## src/rtl/poly_horner_eval_if.sv

```systemverilog
// rtl/poly_horner_eval_if.sv - operand/result bundle for the Horner polynomial evaluator
//
// Signals:
//   start    request to evaluate, honoured only while the evaluator is idle
//   X        evaluation point (W bits)
//   COEF     packed coefficients, c_0 in the low W bits, c_DEG in the high W bits
//   busy     evaluation in progress
//   done     one-cycle pulse, RESULT/overflow valid from this cycle
//   RESULT   P(X) mod 2^OW
//   overflow some Horner step exceeded 2^OW-1
// Modports: master drives the request side, slave is the evaluator.
interface poly_horner_eval_if #(
  parameter int W   = 8,
  parameter int DEG = 2,
  parameter int OW  = 16
) ();
  logic                   start;
  logic [W-1:0]           X;
  logic [(DEG+1)*W-1:0]   COEF;
  logic                   busy;
  logic                   done;
  logic [OW-1:0]          RESULT;
  logic                   overflow;

  modport master (
    output start, X, COEF,
    input  busy, done, RESULT, overflow
  );

  modport slave (
    input  start, X, COEF,
    output busy, done, RESULT, overflow
  );
endinterface

```

## src/rtl/poly_horner_eval.sv

```systemverilog
// rtl/poly_horner_eval.sv - unsigned polynomial evaluator using Horner's method
//
// Ports:
//   clk  rising-edge clock
//   rst  synchronous active-low reset
//   bus  poly_horner_eval_if.slave: start/X/COEF in, busy/done/RESULT/overflow out
// One Horner step per cycle; a start accepted at edge k produces done in the
// cycle after edge k+DEG. Operands are latched so the caller may change them
// while busy.
module poly_horner_eval #(
  parameter int W   = 8,
  parameter int DEG = 2,
  parameter int OW  = 16
) (
  input  logic                  clk,
  input  logic                  rst,
  poly_horner_eval_if.slave     bus
);

  localparam int TW = OW + W + 1;          // exact width of acc*x + c
  localparam int IW = $clog2(DEG + 1);

  typedef enum logic {IDLE, ITER} state_t;

  state_t                 state_q, state_d;
  logic [W-1:0]           x_q;
  logic [(DEG+1)*W-1:0]   coef_q;
  logic [OW-1:0]          acc_q;
  logic [IW-1:0]          idx_q;
  logic                   ovf_q;
  logic [OW-1:0]          result_q;
  logic                   overflow_q;
  logic                   done_q;

  logic                   busy_w;
  logic                   accept;
  logic                   last_step;
  logic [W-1:0]           c_sel;
  logic [TW-1:0]          t;
  logic                   step_ovf;

  // State register
  always_ff @(posedge clk) begin
    if (!rst) state_q <= IDLE;
    else      state_q <= state_d;
  end

  // Next-state logic
  always_comb begin
    state_d = state_q;
    case (state_q)
      IDLE: if (bus.start) state_d = ITER;
      ITER: if (idx_q == '0) state_d = IDLE;
      default: state_d = IDLE;
    endcase
  end

  // Control outputs
  always_comb begin
    busy_w    = (state_q == ITER);
    accept    = (state_q == IDLE) && bus.start;
    last_step = (state_q == ITER) && (idx_q == '0);
  end

  // One Horner step at full precision; anything above bit OW-1 is overflow.
  always_comb begin
    c_sel    = coef_q[int'(idx_q)*W +: W];
    t        = TW'(acc_q) * TW'(x_q) + TW'(c_sel);
    step_ovf = |t[TW-1:OW];
  end

  always_ff @(posedge clk) begin
    if (!rst) begin
      x_q        <= '0;
      coef_q     <= '0;
      acc_q      <= '0;
      idx_q      <= '0;
      ovf_q      <= 1'b0;
      result_q   <= '0;
      overflow_q <= 1'b0;
      done_q     <= 1'b0;
    end else begin
      done_q <= 1'b0;
      if (accept) begin
        x_q    <= bus.X;
        coef_q <= bus.COEF;
        acc_q  <= OW'(bus.COEF[DEG*W +: W]);
        idx_q  <= IW'(DEG - 1);
        ovf_q  <= 1'b0;
      end else if (busy_w) begin
        acc_q <= t[OW-1:0];
        ovf_q <= ovf_q | step_ovf;
        if (last_step) begin
          result_q   <= t[OW-1:0];
          overflow_q <= ovf_q | step_ovf;
          done_q     <= 1'b1;
        end else begin
          idx_q <= idx_q - 1'b1;
        end
      end
    end
  end

  assign bus.busy     = busy_w;
  assign bus.done     = done_q;
  assign bus.RESULT   = result_q;
  assign bus.overflow = overflow_q;

endmodule

```

## src/flat_wrapper.sv

```systemverilog
// flat-port wrapper written by rule: the top's interface ports become plain ports
module poly_horner_eval_flat 
#(
  parameter int W   = 8,
  parameter int DEG = 2,
  parameter int OW  = 16
)
  (clk, rst, bus_start, bus_X, bus_COEF, bus_busy, bus_done, bus_RESULT, bus_overflow);
  poly_horner_eval_if #(.W(W), .DEG(DEG), .OW(OW)) bus_i ();
  input  logic clk;
  input  logic rst;
  input wire logic [$bits(bus_i.start)-1:0] bus_start;
  input wire logic [$bits(bus_i.X)-1:0] bus_X;
  input wire logic [$bits(bus_i.COEF)-1:0] bus_COEF;
  output wire logic [$bits(bus_i.busy)-1:0] bus_busy;
  output wire logic [$bits(bus_i.done)-1:0] bus_done;
  output wire logic [$bits(bus_i.RESULT)-1:0] bus_RESULT;
  output wire logic [$bits(bus_i.overflow)-1:0] bus_overflow;
  assign bus_i.start = bus_start;
  assign bus_i.X = bus_X;
  assign bus_i.COEF = bus_COEF;
  assign bus_busy = bus_i.busy;
  assign bus_done = bus_i.done;
  assign bus_RESULT = bus_i.RESULT;
  assign bus_overflow = bus_i.overflow;
  poly_horner_eval #(.W(W), .DEG(DEG), .OW(OW)) u_core (.clk(clk), .rst(rst), .bus(bus_i));
endmodule
```

## config.mk

```make
export PLATFORM = sky130hd
export DESIGN_NAME = poly_horner_eval_flat
export DESIGN_NICKNAME = d
export VERILOG_FILES = /design/src/rtl/poly_horner_eval_if.sv /design/src/rtl/poly_horner_eval.sv /design/src/flat_wrapper.sv
export SDC_FILE = /design/constraint.sdc
export NUM_CORES = 1
export LEC_CHECK = 0
export ABC_AREA = 1
export CORE_ASPECT_RATIO = 0.8
export CORE_MARGIN = 5
export CORE_UTILIZATION = 45
export CTS_CLUSTER_DIAMETER = 40
export DETAILED_ROUTE_END_ITERATION = 10
export PLACE_DENSITY = 0.72
export SYNTH_ARGS = -nofsm -noshare
export SYNTH_HDL_FRONTEND = slang
export SYNTH_SLANG_ARGS = --single-unit
```

## constraint.sdc

```tcl
create_clock -name clk -period 8.7 [get_ports clk]
set_input_delay 2.175 -clock clk [delete_from_list [all_inputs] [get_ports clk]]
set_output_delay 2.175 -clock clk [all_outputs]
set_load 0.1 [all_outputs]
```

Word-level counts from Yosys, hierarchy flattened
Cells that the tools add are included.
- output and inout port bits: 19
- bits in registers: 70
- bits of input ports: 35
- bitwise logic cells: 5
- add/sub/neg operators: 2
- muxes and demuxes: 9
- reductions and logical operators: 10
- multipliers: 1
- equal/unequal tests: 1
- shift operators: 1
- operators with widths (cell ; number):
    $add 24x8->25 ; 1
    $mul 16x8->24 ; 1
    $shiftx 24x6->8 ; 1
    $mux 8 ; 2
    $reduce_or 9->1 ; 1
    $mux 1 ; 6
    $not 1->1 ; 4
    $reduce_and 2->1 ; 2
    $reduce_and 3->1 ; 1
    $reduce_or 3->1 ; 1
    $logic_and 1x1->1 ; 2
    $logic_not 2->1 ; 1
    $ne 2x1->1 const B ; 1
    $pmux 1 s2 ; 1
    $reduce_bool 2->1 ; 1
    $reduce_or 2->1 ; 1
    $sub 2x1->2 const B ; 1
    $or 1x1->1 ; 1

Longest topological paths before layout
Gate-level depths: netlist of the first run.
- depth in word-level cells: 5
- depth in mapped cells: 29
- gate-level depth less buffers: 28

Least setup slack after synthesis of the first run
OpenSTA, ideal clock, no wires.
- kind: reg2reg
- start: register u_core.idx_q[1]
- end: register u_core.overflow_q (netlist: u_core.bus.overflow)
- arrival time: 4.540 ns
- data required time: 8.591 ns
- slack: 4.052 ns
- cell stages (with the launch flop): 26
- cell sequence: dfxtp_1 > clkbuf_1 > inv_1 > nor2_1 > a21oi_1 > fa_1 > inv_1 > fa_1 > inv_1 > fa_1 > fa_1 > inv_1 > ha_1 > or2_1 > nand3_1 > nand2_1 > nand2_1 > nand2_1 > nand2_1 > nand2_1 > nor2_1 > nand2_1 > nor2_2 > nand3_1 > nand2_1 > inv_1
- longest elaborated chain between the ends: 4
- RTL lines (what ; line ; source):
    from (decl) ; poly_horner_eval.sv:29 ; logic [IW-1:0] idx_q;
    from (signal assigned) ; poly_horner_eval.sv:88 ; idx_q <= IW'(DEG - 1);
    from (signal assigned) ; poly_horner_eval.sv:98 ; idx_q <= idx_q - 1'b1;
    $shiftx 24x6->8 ; poly_horner_eval.sv:67 ; c_sel = coef_q[int'(idx_q)*W +: W];
    $add 24x8->25 ; poly_horner_eval.sv:68 ; t = TW'(acc_q) * TW'(x_q) + TW'(c_sel);
    $reduce_or 9->1 ; poly_horner_eval.sv:69 ; step_ovf = |t[TW-1:OW];
    $or 1x1->1 ; poly_horner_eval.sv:95 ; overflow_q <= ovf_q | step_ovf;
    to (signal assigned) ; poly_horner_eval.sv:95 ;
    to (decl) ; poly_horner_eval.sv:32 ; logic overflow_q;
Several ways; a longest one is shown, not always the timed one.
A chain may end at the register's enable or synchronous reset.

Worst setup path after layout of the first run
Same ends and word-level chain as after synthesis.

==> impl_metrics.env, run 1 <==
export IMPL_status="finished, final reports clean"
export IMPL_numCtsBuffers=9
export IMPL_netlist_instances=1141
export IMPL_wire_per_inst_um=14.0
export IMPL_area_growth_pct=12.4
export IMPL_antenna_cells=0
export IMPL_cts_tree="yes"
export IMPL_cp_arrival_ps=5350
export IMPL_postCtsHoldBufs=0
export IMPL_pwr_share_comb_pct=34.5
export IMPL_worst_slack_ps=3600
export IMPL_synth_nets=1325
export IMPL_clk_pin_slew_ps=60
export IMPL_die_x_um=156
export IMPL_firstDrtPassIters=5
export IMPL_place_congestion=0.910
export IMPL_netlist_area_um2=7720
export IMPL_io_buffers=53
export IMPL_clk_path_buf_depth=2
export IMPL_synth_cell_types=31
export IMPL_slowest_delay_ps=560
export IMPL_ys_seq_elements=70
export IMPL_rsz0062_at_grt="no"
export IMPL_fin_setup_tns_ps=0
export IMPL_core_um2=16700
export IMPL_p_sw_mw=0.494
export IMPL_clockRootBuffer="clkbuf_16"
export IMPL_internal_power_mw=0.748
export IMPL_dp_hpwl_um=15600
export IMPL_critical_path_slowest_cell="fa_1"
export IMPL_clockPowerShare_pct=32.6
export IMPL_avgSynthCellArea_um2=6.77
export IMPL_fin_nets=1342
export IMPL_path_class="reg -> reg"
export IMPL_grt_antenna_before_repair=0
export IMPL_cp_max_fo=9
export IMPL_ir_worst_vdd_v=0.000121
export IMPL_skew_ps=9.65
export IMPL_postCtsSetupBuffers=0
export IMPL_power_density_nw_per_um2=143
export IMPL_finalWirelength_um=19300
export IMPL_cp_start_kind="flop"
export IMPL_htree_levels=3
export IMPL_endpoint_kind="flop"
export IMPL_fin_crit_sh_pct=58.7
export IMPL_seq_area_frac_synth_pct=18.1
export IMPL_cap_viol_max_count=0
export IMPL_setup_viol_count_final=0
export IMPL_dp_cells=1367
export IMPL_drtAntennaViolNets=0
export IMPL_slew_violations=0
export IMPL_crit_top_cell="inv_1"
export IMPL_grt_remaining_overflow=0
export IMPL_grt_pass1_vias=6588
export IMPL_final_common_cell="nand2_1"
export IMPL_fillCellCount=1656
export IMPL_ys_warn_count=0
export IMPL_drive_gt1_share_pct=2.75
export IMPL_mostFrequentLayoutCells="nand2_1, inv_1, nor2_1"
export IMPL_multiInputGateArea_um2=5040
export IMPL_grt_usage_pct=20.5
export IMPL_critPathRequiredTime_ps=8950
export IMPL_grt_max_degree=43
export IMPL_seqCellArea_um2=1400
export IMPL_clock_sinks=70
export IMPL_initial_utilization_pct=46.2
export IMPL_initialDrtViolationCount=441
export IMPL_seq_power_share_pct=32.9
export IMPL_fin_crit_ps=5100
export IMPL_fmax_ghz=0.196
export IMPL_hold_viol_final=0
export IMPL_viasPerCell=4.84
export IMPL_worstPathCellList="inv_1 > nor2_1 > a21oi_1 > fa_1 > inv_1 > fa_1 > inv_1 > fa_1 > fa_1 > inv_1 > ha_1 > nand2_2 > nor2_1 > nand2_1 > nand3b_1 > nand3_1 > nand2_1 > nand2_1 > nand3_1 > nor2_1 > nand3_1 > nand2_1 > inv_1"
export IMPL_post_cts_resized=0
export IMPL_hold_worst_slack_ps=461
export IMPL_grt_pass1_wl_um=33100
export IMPL_p_sw_share_pct=39.8
export IMPL_insertion_delay_ps=340
export IMPL_drc=0
export IMPL_min_path_type="reg -> reg"
export IMPL_p_leak_nw=5.06
export IMPL_tightest_slew_ps=1010
export IMPL_die_height_um=127
export IMPL_floorplan_rows=42
export IMPL_place_ws_ps=3640
export IMPL_dieArea_um2=19900
export IMPL_dr_total_vias=6687
export IMPL_ios=54
export IMPL_max_slew_margin_pct=32.6
export IMPL_fin_cells=1383
## power groups by stage
stage / clock (mW) / sequential, mW / combinational [mW]
5_1_grt: 0.421 / 0.413 / 0.481
4_1_cts: 0.409 / 0.407 / 0.429
3_3_place_gp: 0 / 0.413 / 0.422
2_1_floorplan: 0 / 0.432 / 0.271
6_report: 0.404 / 0.408 / 0.429
3_5_place_dp: 0 / 0.412 / 0.422
## registers in the layout (all words and copies together), names as in the netlist, 2 cells and up
name               flops
u_core.acc_q          16
u_core.bus.RESULT     16
u_core.coef_q         24
u_core.idx_q           2
u_core.x_q             8
## Yosys cell counts (all sizes together)
cell type / count / area share [%]
a21o: 1 / 0.097
a21oi: 25 / 1.6
a31oi: 3 / 0.24
and2: 1 / 0.081
and3: 1 / 0.081
buf: 3 / 0.18
clkbuf: 46 / 2.2
clkinv: 4 / 0.19
dfxtp: 70 / 18
fa: 92 / 24
ha: 57 / 9.2
inv: 288 / 14
nand2: 303 / 15
nand3: 28 / 1.9
nand3b: 2 / 0.19
nand4: 4 / 0.32
nor2: 124 / 6.3
nor3: 12 / 0.78
o211ai: 4 / 0.39
o21ai: 58 / 3.8
o22ai: 2 / 0.16
o31ai: 1 / 0.097
or2: 1 / 0.081
xnor2: 3 / 0.34
xor2: 8 / 0.91
## through the flow
stage | utilization (%) | power, mW | instance area (um^2)
floorplan | - | 0.703 | 7720
global placement | 50.0 | 0.834 | 8360
detailed placement | 50.0 | 0.835 | 8360
CTS | 52.0 | 1.25 | 8680
global route | 52.0 | 1.31 | 8680
finish | 52.0 | 1.24 | 8680
## layout make-up
type | instances | share of cell area [%]
Clock inverter | 6 | 1.08
Tap cell | 220 | 3.17
Multi-Input combinational cell | 730 | 58.1
Timing Repair Buffer | 55 | 6.28
Sequential cell | 70 | 16.1
Clock buffer | 10 | 2.64
Inverter | 292 | 12.6
## layer usage
layer	track usage (%)	wire length, um	up-vias	share of wire, %
met2	29.6	7740	218	40
li1	-	-	3351	-
met4	3.21	146	0	0.75
met3	4.16	1460	16	7.6
met1	32.1	9990	3102	52
met5	0	0	-	0
## cell families (layout without fill, tap and decap cells)
logic type | count (synthesis) | in the layout | share of synthesized area [%]
DFF | 70 | 70 | 18.1
adders and majority gates | 149 | 149 | 33.1
and+or+nand+nor | 476 | 476 | 24.6
AOI/OAI and AO/OA | 94 | 94 | 6.37
buffers and inverters | 341 | 363 | 16.6
xor gates and xnor gates | 11 | 11 | 1.25
## critical path: cells and delay by family (launching register included)
| family | cells | cell delay (ps) |
|---|---|---|
| AND/OR/NAND/NOR | 12 | 1570 |
| AO/OA/AOI/OAI | 1 | 180 |
| flip-flops | 1 | 490 |
| adder cells (fa/ha/maj) | 5 | 2440 |
| buffers and inverters | 5 | 320 |
## path summary, 6_finish.rpt
kind | startpoint | end | slack (ps) | cells past startpoint
max | u_core.idx_q[1]$_SDFFE_PP0P_ | u_core.bus.overflow$_SDFFE_PN0P_ | 3600 | 23
max reg2reg | u_core.idx_q[1]$_SDFFE_PP0P_ | u_core.bus.overflow$_SDFFE_PN0P_ | 3600 | 23
min reg2reg | u_core.coef_q[21]$_SDFFE_PN0P_ | u_core.coef_q[21]$_SDFFE_PN0P_ | 460 | 2
min | u_core.coef_q[21]$_SDFFE_PN0P_ | u_core.coef_q[21]$_SDFFE_PN0P_ | 460 | 2
Power figures use the tool's default switching activity.
==> inputs of run 2 (changes only) <==
clock period = 5.1 ns   (was 8.7 ns; I/O delays follow)
==> run 2 against run 1 <==
Net effect:
- clock power up 70%
- flip-flop and latch count stayed put
- final cell count grew 1.2%
==> impl_metrics.env, run 2 (synthesis results as in run 1) <==
export IMPL_worst_slack_ps=346
export IMPL_drc=0
export IMPL_rsz0062_at_grt="no"
export IMPL_tightest_slew_ps=992
export IMPL_drive_gt1_share_pct=4.58
export IMPL_finalWirelength_um=19200
export IMPL_firstDrtPassIters=5
export IMPL_ios=54
export IMPL_viasPerCell=4.85
export IMPL_fmax_ghz=0.210
export IMPL_drtAntennaViolNets=0
export IMPL_clk_path_buf_depth=2
export IMPL_skew_ps=9.79
export IMPL_wire_per_inst_um=13.7
export IMPL_fin_nets=1358
export IMPL_critPathRequiredTime_ps=5340
export IMPL_grt_max_degree=42
export IMPL_postCtsSetupBuffers=0
export IMPL_r2r_slack_ps=350
export IMPL_numCtsBuffers=9
export IMPL_grt_usage_pct=20.5
export IMPL_dieArea_um2=19900
export IMPL_fin_crit_ps=4750
export IMPL_p_leak_nw=5.14
export IMPL_antenna_cells=0
export IMPL_hold_worst_slack_ps=462
export IMPL_clockRootBuffer="clkbuf_16"
export IMPL_fin_setup_tns_ps=0
export IMPL_ir_worst_vdd_v=0.000203
export IMPL_grt_pass1_vias=6763
export IMPL_hold_viol_final=0
export IMPL_place_ws_ps=202
export IMPL_initial_utilization_pct=46.2
export IMPL_path_class="reg -> reg"
export IMPL_multiInputGateArea_um2=5040
export IMPL_die_x_um=156
export IMPL_cap_viol_max_count=0
export IMPL_dp_hpwl_um=15700
export IMPL_slew_violations=0
export IMPL_max_slew_margin_pct=33.6
export IMPL_power_total_mw=2.13
export IMPL_power_density_nw_per_um2=242
export IMPL_io_buffers=53
export IMPL_die_height_um=127
export IMPL_insertion_delay_ps=340
export IMPL_min_path_type="reg -> reg"
export IMPL_grt_antenna_before_repair=0
export IMPL_area_growth_pct=14.1
export IMPL_cts_tree="yes"
export IMPL_fillCellCount=1651
export IMPL_fin_crit_sh_pct=93.2
export IMPL_core_um2=16700
export IMPL_mostFrequentLayoutCells="nand2_1, inv_1, nor2_1"
export IMPL_seqCellArea_um2=1410
export IMPL_final_common_cell="nand2_1"
export IMPL_largest_register_ffs=24
export IMPL_dr_total_vias=6783
export IMPL_stdcell_area_um2=8810
export IMPL_endpoint_kind="flop"
export IMPL_cp_start_kind="flop"
export IMPL_place_congestion=0.901
export IMPL_initialDrtViolationCount=457
export IMPL_largest_register="u_core.coef_q"
export IMPL_grt_pass1_wl_um=33300
export IMPL_placed_area_um2=8480
export IMPL_grt_remaining_overflow=0
export IMPL_htree_levels=3
export IMPL_cp_arrival_ps=5000
export IMPL_setup_viol_count_final=0
export IMPL_clk_pin_slew_ps=60
export IMPL_status="finished, final reports clean"
export IMPL_clock_sinks=70
export IMPL_floorplan_rows=42
export IMPL_cp_max_fo=12
run 2: changes by cell type in the layout (fill, tap and decap cells not counted), sizes merged:
cell  before  now
buf        2   18
run 2: worst paths after layout:
path	start	to	cells past startpoint
hold / removal	u_core.coef_q[22]$_SDFFE_PN0P_	u_core.coef_q[22]$_SDFFE_PN0P_	2
setup reg to reg	u_core.idx_q[0]$_SDFFE_PN0P_	u_core.bus.overflow$_SDFFE_PN0P_	24
setup / recovery	u_core.idx_q[0]$_SDFFE_PN0P_	u_core.bus.overflow$_SDFFE_PN0P_	24
hold reg to reg	u_core.coef_q[22]$_SDFFE_PN0P_	u_core.coef_q[22]$_SDFFE_PN0P_	2
run 2: through the flow:
stage | utilization (%) | instances
after floorplan | - | 1141
after global placement | 50.7 | 1383
after detailed placement | 50.7 | 1383
after CTS | 52.7 | 1399
after global routing | 52.7 | 1399
final | 52.7 | 1399
run 2: routing by layer:
layer	vias up	wire, um	GRT usage (%)
li1	3385	-	-
met1	3204	10000	32.1
met2	176	7730	29.6
met3	18	1250	4.12
met4	0	180	3.27
met5	-	0	0
run 2: timing repair:
| action | 4_1_cts | 5_1_grt |
|---|---|---|
| endpoints found under the setup margin | 0 | 7 |
| hold buffers | 0 | 0 |
| gates resized for setup | 0 | 6 |
run 2: report_power, final:
| part | switching (mW) | internal, mW | total (mW) |
|---|---|---|---|
| Clock | 0.253 | 0.432 | 0.685 |
| Sequential | 0.0805 | 0.598 | 0.679 |
| Combinational | 0.509 | 0.262 | 0.770 |
run 2: cell type report:
class                      instances  area share (%)
tap                              220            3.12
inverter                         292            12.4
clock buffer                      10            2.60
clock inverter                     6            1.06
timing repair buffer              71            7.55
sequential                        70            16.0
multi-input combinational        730            57.2
run 2: worst max-delay path, cell delays in order, from the launching register on:
cell and delay, ps:
dfxtp_2 470, clkinv_1 180, nand2_1 100, a21oi_1 60, a21oi_1 210, fa_1 430
inv_1 80, fa_1 440, fa_1 560, inv_1 50, fa_1 490, inv_1 50
ha_1 360, nand2_2 100, nor2_1 140, nand2_1 70, nand3b_1 190, nand3_1 100
nand2_1 50, nand2_1 90, nand3_1 80, nor2_1 150, nand3_1 90, nand2_1 70
inv_1 40
